===== config.mk =====
export PLATFORM = sky130hd
export DESIGN_NAME = par_moody_source
export DESIGN_NICKNAME = d
export VERILOG_FILES = /design/src/rtl/par_moody_source.sv
export SDC_FILE = /design/constraint.sdc
export NUM_CORES = 1
export LEC_CHECK = 0
export ABC_CLOCK_PERIOD_IN_PS = 2400
export CAP_MARGIN = 20
export CORE_MARGIN = 2
export CORE_UTILIZATION = 45
export CTS_CLUSTER_DIAMETER = 120
export CTS_CLUSTER_SIZE = 25
export DETAILED_ROUTE_END_ITERATION = 10
export DONT_BUFFER_PORTS = 1
export PLACE_DENSITY_LB_ADDON = 0.08
export SLEW_MARGIN = 25
export SYNTH_ARGS = -nofsm -noshare
export SYNTH_HDL_FRONTEND = slang
export SYNTH_SLANG_ARGS = --single-unit

===== constraint.sdc =====
create_clock -name clk -period 2.4 [get_ports clk]
set_clock_uncertainty 0.2 [all_clocks]
set_input_delay 0.48 -clock clk [delete_from_list [all_inputs] [get_ports clk]]
set_output_delay 0.48 -clock clk [all_outputs]
set_load 0.02 [all_outputs]

===== src/rtl/par_moody_source.sv =====
// Random-destination packet source: an LFSR-gated generator feeding a 4-entry FIFO
// that drains into a busy-throttled downstream channel.
`ifndef PAYLOAD_SIZE
`define PAYLOAD_SIZE 8
`endif
`ifndef ADDR_BITS
`define ADDR_BITS 4
`endif

module par_moody_source #(
  parameter int         id             = 0,
  parameter int         injection_rate = 0,
  parameter logic [7:0] seed           = 8'hA5
) (
  input  logic                                 clk,
  input  logic                                 reset,
  input  logic                                 enable,
  input  logic                                 channel_busy,
  output logic [`PAYLOAD_SIZE+`ADDR_BITS-1:0]  item_out,
  output logic                                 valid,
  output logic [15:0]                          drop_count,
  output logic [15:0]                          tx_count
);
  localparam int              PW       = `PAYLOAD_SIZE;
  localparam int              AW       = `ADDR_BITS;
  localparam int              IW       = PW + AW;
  localparam logic [7:0]      SEED_EFF = (seed == 8'h00) ? 8'h01 : seed;
  localparam logic [7:0]      RATE     = 8'(injection_rate);
  localparam logic [AW-1:0]   ID_A     = AW'(id);
  localparam logic [AW-1:0]   ID_NEXT  = AW'(id + 1);

  logic [7:0]    lfsr_q, lfsr_d;
  logic [PW-1:0] seq_q, seq_d;
  logic [1:0]    wr_q, wr_d, rd_q, rd_d;
  logic [2:0]    cnt_q, cnt_d;
  logic [15:0]   drop_q, drop_d, tx_q, tx_d;
  logic [IW-1:0] mem [4];

  logic          gen, full, enq, deq;
  logic [AW-1:0] dest;

  assign gen   = enable && (lfsr_q < RATE);
  assign full  = (cnt_q == 3'd4);
  assign enq   = gen && !full;
  assign valid = (cnt_q != 3'd0);
  assign deq   = valid && !channel_busy;
  // Never address ourselves: bump to the next node instead.
  assign dest  = (lfsr_q[AW-1:0] == ID_A) ? ID_NEXT : lfsr_q[AW-1:0];

  // Masking by valid keeps item_out at zero while the queue is empty or in reset.
  assign item_out   = valid ? mem[rd_q] : '0;
  assign drop_count = drop_q;
  assign tx_count   = tx_q;

  always_comb begin
    lfsr_d = {lfsr_q[6:0], lfsr_q[7] ^ lfsr_q[5] ^ lfsr_q[4] ^ lfsr_q[3]};
    seq_d  = gen ? seq_q + PW'(1) : seq_q;
    wr_d   = enq ? wr_q + 2'd1 : wr_q;
    rd_d   = deq ? rd_q + 2'd1 : rd_q;
    tx_d   = deq ? tx_q + 16'd1 : tx_q;
    drop_d = drop_q;
    if (gen && full && (drop_q != 16'hFFFF)) drop_d = drop_q + 16'd1;
    cnt_d  = cnt_q;
    case ({enq, deq})
      2'b10:   cnt_d = cnt_q + 3'd1;
      2'b01:   cnt_d = cnt_q - 3'd1;
      default: cnt_d = cnt_q;
    endcase
  end

  always_ff @(posedge clk or negedge reset) begin
    if (!reset) begin
      lfsr_q <= SEED_EFF;
      seq_q  <= '0;
      wr_q   <= '0;
      rd_q   <= '0;
      cnt_q  <= '0;
      drop_q <= '0;
      tx_q   <= '0;
    end else begin
      lfsr_q <= lfsr_d;
      seq_q  <= seq_d;
      wr_q   <= wr_d;
      rd_q   <= rd_d;
      cnt_q  <= cnt_d;
      drop_q <= drop_d;
      tx_q   <= tx_d;
    end
  end

  always_ff @(posedge clk) begin
    if (enq) mem[wr_q] <= {seq_q, dest};
  end
endmodule


* After elaboration in Yosys (flattened, before gate mapping)
Memories as Yosys holds them, arrays and structs flattened.
Index checks and enable logic that the tools add are counted.
** Word-level totals
- Flip-flop bits (word level) :: 55
- RAM bits :: 48
- Memories :: 1
** Cells by class
- $add $sub $neg :: 7
- Order comparisons :: 1
- Eq/ne operators :: 4
- Multiplexer cells :: 5
- Bitwise gates (word level) :: 3
- Reduce and logical (&&, ||, !) cells :: 10
** Memories
- mem :: depth 4, width 12, read ports 1, clocked after memory_dff 0, write ports 1, line 37 : logic [IW-1:0] mem [4];
** Operator list (count)
- $add 16x1->16 const B :: 2
- $ne 16x16->1 const B :: 1
- $mux 12 :: 1
- $add 8x1->8 const B :: 1
- $lt 8x1->1 const B :: 1
- $pmux 3 s2 :: 1
- $logic_and 1x1->1 :: 5
- $add 2x1->2 const B :: 2
- $logic_not 4->1 :: 1
- $mux 4 :: 1
- $add 3x1->3 const B :: 1
- $eq 3x3->1 const B :: 1
- $reduce_bool 3->1 :: 1
- $sub 3x1->3 const B :: 1
- $xor 1x1->1 :: 3
- $eq 2x1->1 const B :: 1
- $eq 2x2->1 const B :: 1
- $logic_not 1->1 :: 2
- $mux 1 :: 2
- $reduce_bool 2->1 :: 1

* Logic depth before layout (Yosys ltp)
- Depth in word-level cells :: 5
- Depth in mapped cells :: 6
- Gate-level depth less buffers :: 6

* Least setup slack after synthesis
No wires, ideal clock.
- Path type :: register to register
- Start :: register cnt_q[0]
- End :: register tx_q[12] (netlist: tx_count[12])
- Setup time :: 0.130 ns
- Arrival time :: 1.441 ns
- Setup slack :: 0.628 ns
- Stages on the path, launching flop included :: 7
- Period minus slack after synthesis :: 1.772 ns
- Cell sequence :: dfrtp_1 inv_1 ha_1 nor2b_2 nor3_1 nand4_1 xnor2_1
** Between the ends
- Word-level cells in the longest chain between the ends :: 2
** Ends and longest elaborated chain
- start, declared :: line 35 : logic [2:0] cnt_q, cnt_d;
- start signal, assigned :: line 85 : cnt_q <= cnt_d;
- $reduce_bool 3->1 :: line 45 : assign valid = (cnt_q != 3'd0);
- $logic_and 1x1->1 :: line 46 : assign deq = valid && !channel_busy;
- end signal, assigned :: line 87 : tx_q <= tx_d;
- end, declared :: line 36 : logic [15:0] drop_q, drop_d, tx_q, tx_d;
No other way between the ends.
A chain may end at the register's enable or synchronous reset.

* Worst setup path after layout
- Start :: register cnt_q[0]
- End :: output port valid
** Between the ends
- Word-level cells in the longest chain between the ends :: 1
** Ends and longest elaborated chain
- $reduce_bool 3->1 :: line 45
- end, declared :: line 20 : output logic valid,
No other way between the ends.

==> qor.txt <==
Min cycle time layout -> 2070 ps
Clock network power share -> 16.2%
Finished Layout Cells -> 131
Final Hold Fails -> 0
Worst Reg-to-Reg Cells -> 4
Sequential power share -> 58.0%
Switching share of power -> 41.5%
PD cells -> 939 nW/µm²
Routed wire per std cell -> 11.3 µm
GP Congestion -> 0.622
R2R Path Start -> tx_count[3]
CORE AREA -> 2230 µm²
Row count -> 17
Setup Total Neg Slack -> 0 ps
Die Area -> 2780 µm²
Syn Std Cell Area -> 1070 µm²
Vias in the first global route -> 528
Setup-failing EPs final -> 0
Gr ovfl total -> 0
Comb pwr share -> 25.8%
Max IR drop VDD -> 0.609 mV
Clk root buf -> clkbuf_4
Maxcap violations -> 0
Clock latency at the later pin of the worst-skew pair -> 290 ps
Initial antenna violation count -> 0
Commonest non-fill, non-tap cell in the layout -> conb_1
Global-route wire length before repair -> 2450 µm
Mean Syn Cell Area -> 10.9 µm²
CTS sink cnt -> 19
Number of nets in the layout -> 111
Place WS -> 567 ps
CP arrival -> 1390 ps
Fill cells -> 221
Post-CTS Setup Bufs -> 0
Gate Count Post-Synth -> 98
Tightest Hold Check Type -> in2reg
Leak Pwr -> 0.501 nW
Final Cycle Share -> 86.4%
Yosys top cell area share -> 44.5%
Port bufs -> 0
Max-slew headroom -> 42.8%
Initial Util -> 47.8%
Max Clock Freq -> 0.482 GHz
Synth cell types -> 22
Fraction of layout cells with a size suffix above 1 -> 10.7%
Sequential share of the synthesized area -> 44.5%
Peak fanout along the critical path -> 5
Hold Buf Count CTS -> 1
Area leader, netlist -> dfrtp_1
IO Pins -> 49
Via-to-Cell Ratio -> 4.39
CTS tree -> done
First-pass DRT Iterations -> 2
Power Internal -> 0.570 mW
Post-cts sizing count -> 0
Gr usage total -> 12.3%
Synth area leaders -> dfrtp_1 44%, buf_4 20%, xnor2_1 11%, ha_1 3.5%, xor2_1 3.3%
DRC Markers -> 0
Most frequent cells in the layout -> 28 x conb_1, 19 x dfrtp_1, 13 x xnor2_1
Crit. End Element -> output pin
CTS Buf Count -> 3
Type of origin of the critical path -> register
CP required -> 1720 ps
Hold path endpoint -> tx_count[11]
Overall routed net length -> 1480 µm
Critical path class -> reg2out
Status -> complete, no violations
Worst slew pin tran -> 855 ps
Switching Power -> 0.405 mW
Post-route antenna net violation count -> 0
Reg-to-reg setup timing slack -> 570 ps
Clock Path Buffers -> 2
Initial DRC Count -> 3
Area Overhead vs Synth -> -2.81%
Largest net degree at the start of global routing -> 20
Die Wd -> 52.7 µm
Hold Path Depth -> 3
Yosys reg bits -> 19
Die Span Y -> 52.7 µm
Max Transition Viols Final -> 0
Inserted Diodes -> 0
RSZ-0062 raised after global routing -> false
Total number of vias -> 575
RR Endpoint -> tx_count[13]
Worst-path clk slew -> 100 ps
H-tree depth -> 1
DP HPWL -> 1120 µm
Final setup margin -> 327 ps
Cell total after placement -> 126
Worst hold start -> channel_busy
YS warnings -> 0
-- routing by layer --
layer | GRT usage [%] | part of all wire (%) | vias to the layer above
met5 | 0 | 0 | -
met4 | 3.85 | 0 | 0
met3 | 7.43 | 9.6 | 0
met2 | 18.8 | 45 | 30
met1 | 14.2 | 46 | 270
li1 | - | - | 275
-- power by group through the flow --
stage | combinational, mW | clock (mW) | sequential [mW]
finish | 0.252 | 0.158 | 0.566
global placement | 0.240 | 0 | 0.574
CTS | 0.256 | 0.173 | 0.569
detailed placement | 0.248 | 0 | 0.575
global route | 0.293 | 0.186 | 0.582
floorplan | 0.250 | 0 | 0.555
-- cell usage after synthesis --
master	instances
nand4_1	5
dfrtp_1	19
nor3_1	2
nor4b_4	1
a21oi_1	1
ha_1	3
and3_1	1
xor2_1	4
nor2b_2	1
nor2_2	1
buf_4	28
inv_1	3
nor2_1	1
nand3_1	3
xnor2_1	13
and4_4	1
nand2_1	6
and4_2	1
and3_2	1
and4_1	1
mux2_2	1
conb_1	1
-- metrics by stage --
step | instance area, µm² | utilization, % | total power [mW] | hold slack [ps]
after floorplan | 1170 | - | 0.805 | -15.6
after global placement | 1000 | 44.9 | 0.814 | -15.2
after detailed placement | 1000 | 44.9 | 0.823 | -15.2
after CTS | 1040 | 46.5 | 0.998 | 177
after global routing | 1040 | 46.5 | 1.06 | 194
final | 1040 | 46.5 | 0.975 | 192
-- worst max-delay path by stage --
stage / endpoint / from / cells after the start / slack (ps)
2_1_floorplan: tx_count[12] / cnt_q[0] / 6 / 630
3_3_place_gp: tx_count[15] / tx_count[3] / 4 / 590
3_5_place_dp: tx_count[13] / tx_count[3] / 4 / 570
4_1_cts: valid / cnt_q[0] / 4 / 290
5_1_grt: valid / cnt_q[0] / 4 / 200
6_report: valid / cnt_q[0] / 4 / 330
-- layout make-up --
class / count / area (µm²) / share of cell area (%)
tap: 28 / 35.0 / 3.37
timing repair buffer: 2 / 17.5 / 1.69
sequential: 19 / 475 / 45.8
clock buffer: 4 / 26.3 / 2.53
multi-input combinational: 75 / 473 / 45.5
inverter: 3 / 11.3 / 1.08
-- cells by family (layout without fill, tap and decap cells) --
family	after synthesis	after routing	synth area share, %
buf+inv	31	9	20.7
mux	1	1	1.05
compound gates	1	1	0.468
xor+xnor	17	17	13.9
other cells	1	28	0.351
simple gates	25	25	15.5
fa+ha+maj	3	3	3.51
flops	19	19	44.5
-- state kept, by name, indices dropped and copies added (netlist names) --
name	count
cnt_q	3
tx_count	16
-- worst max-delay path: stages (launching register included) --
cell	delay, ps
dfrtp_1	370
inv_1	110
ha_1	150
nor2b_2	290
inv_1	180
Power figures use the tool's default switching activity.
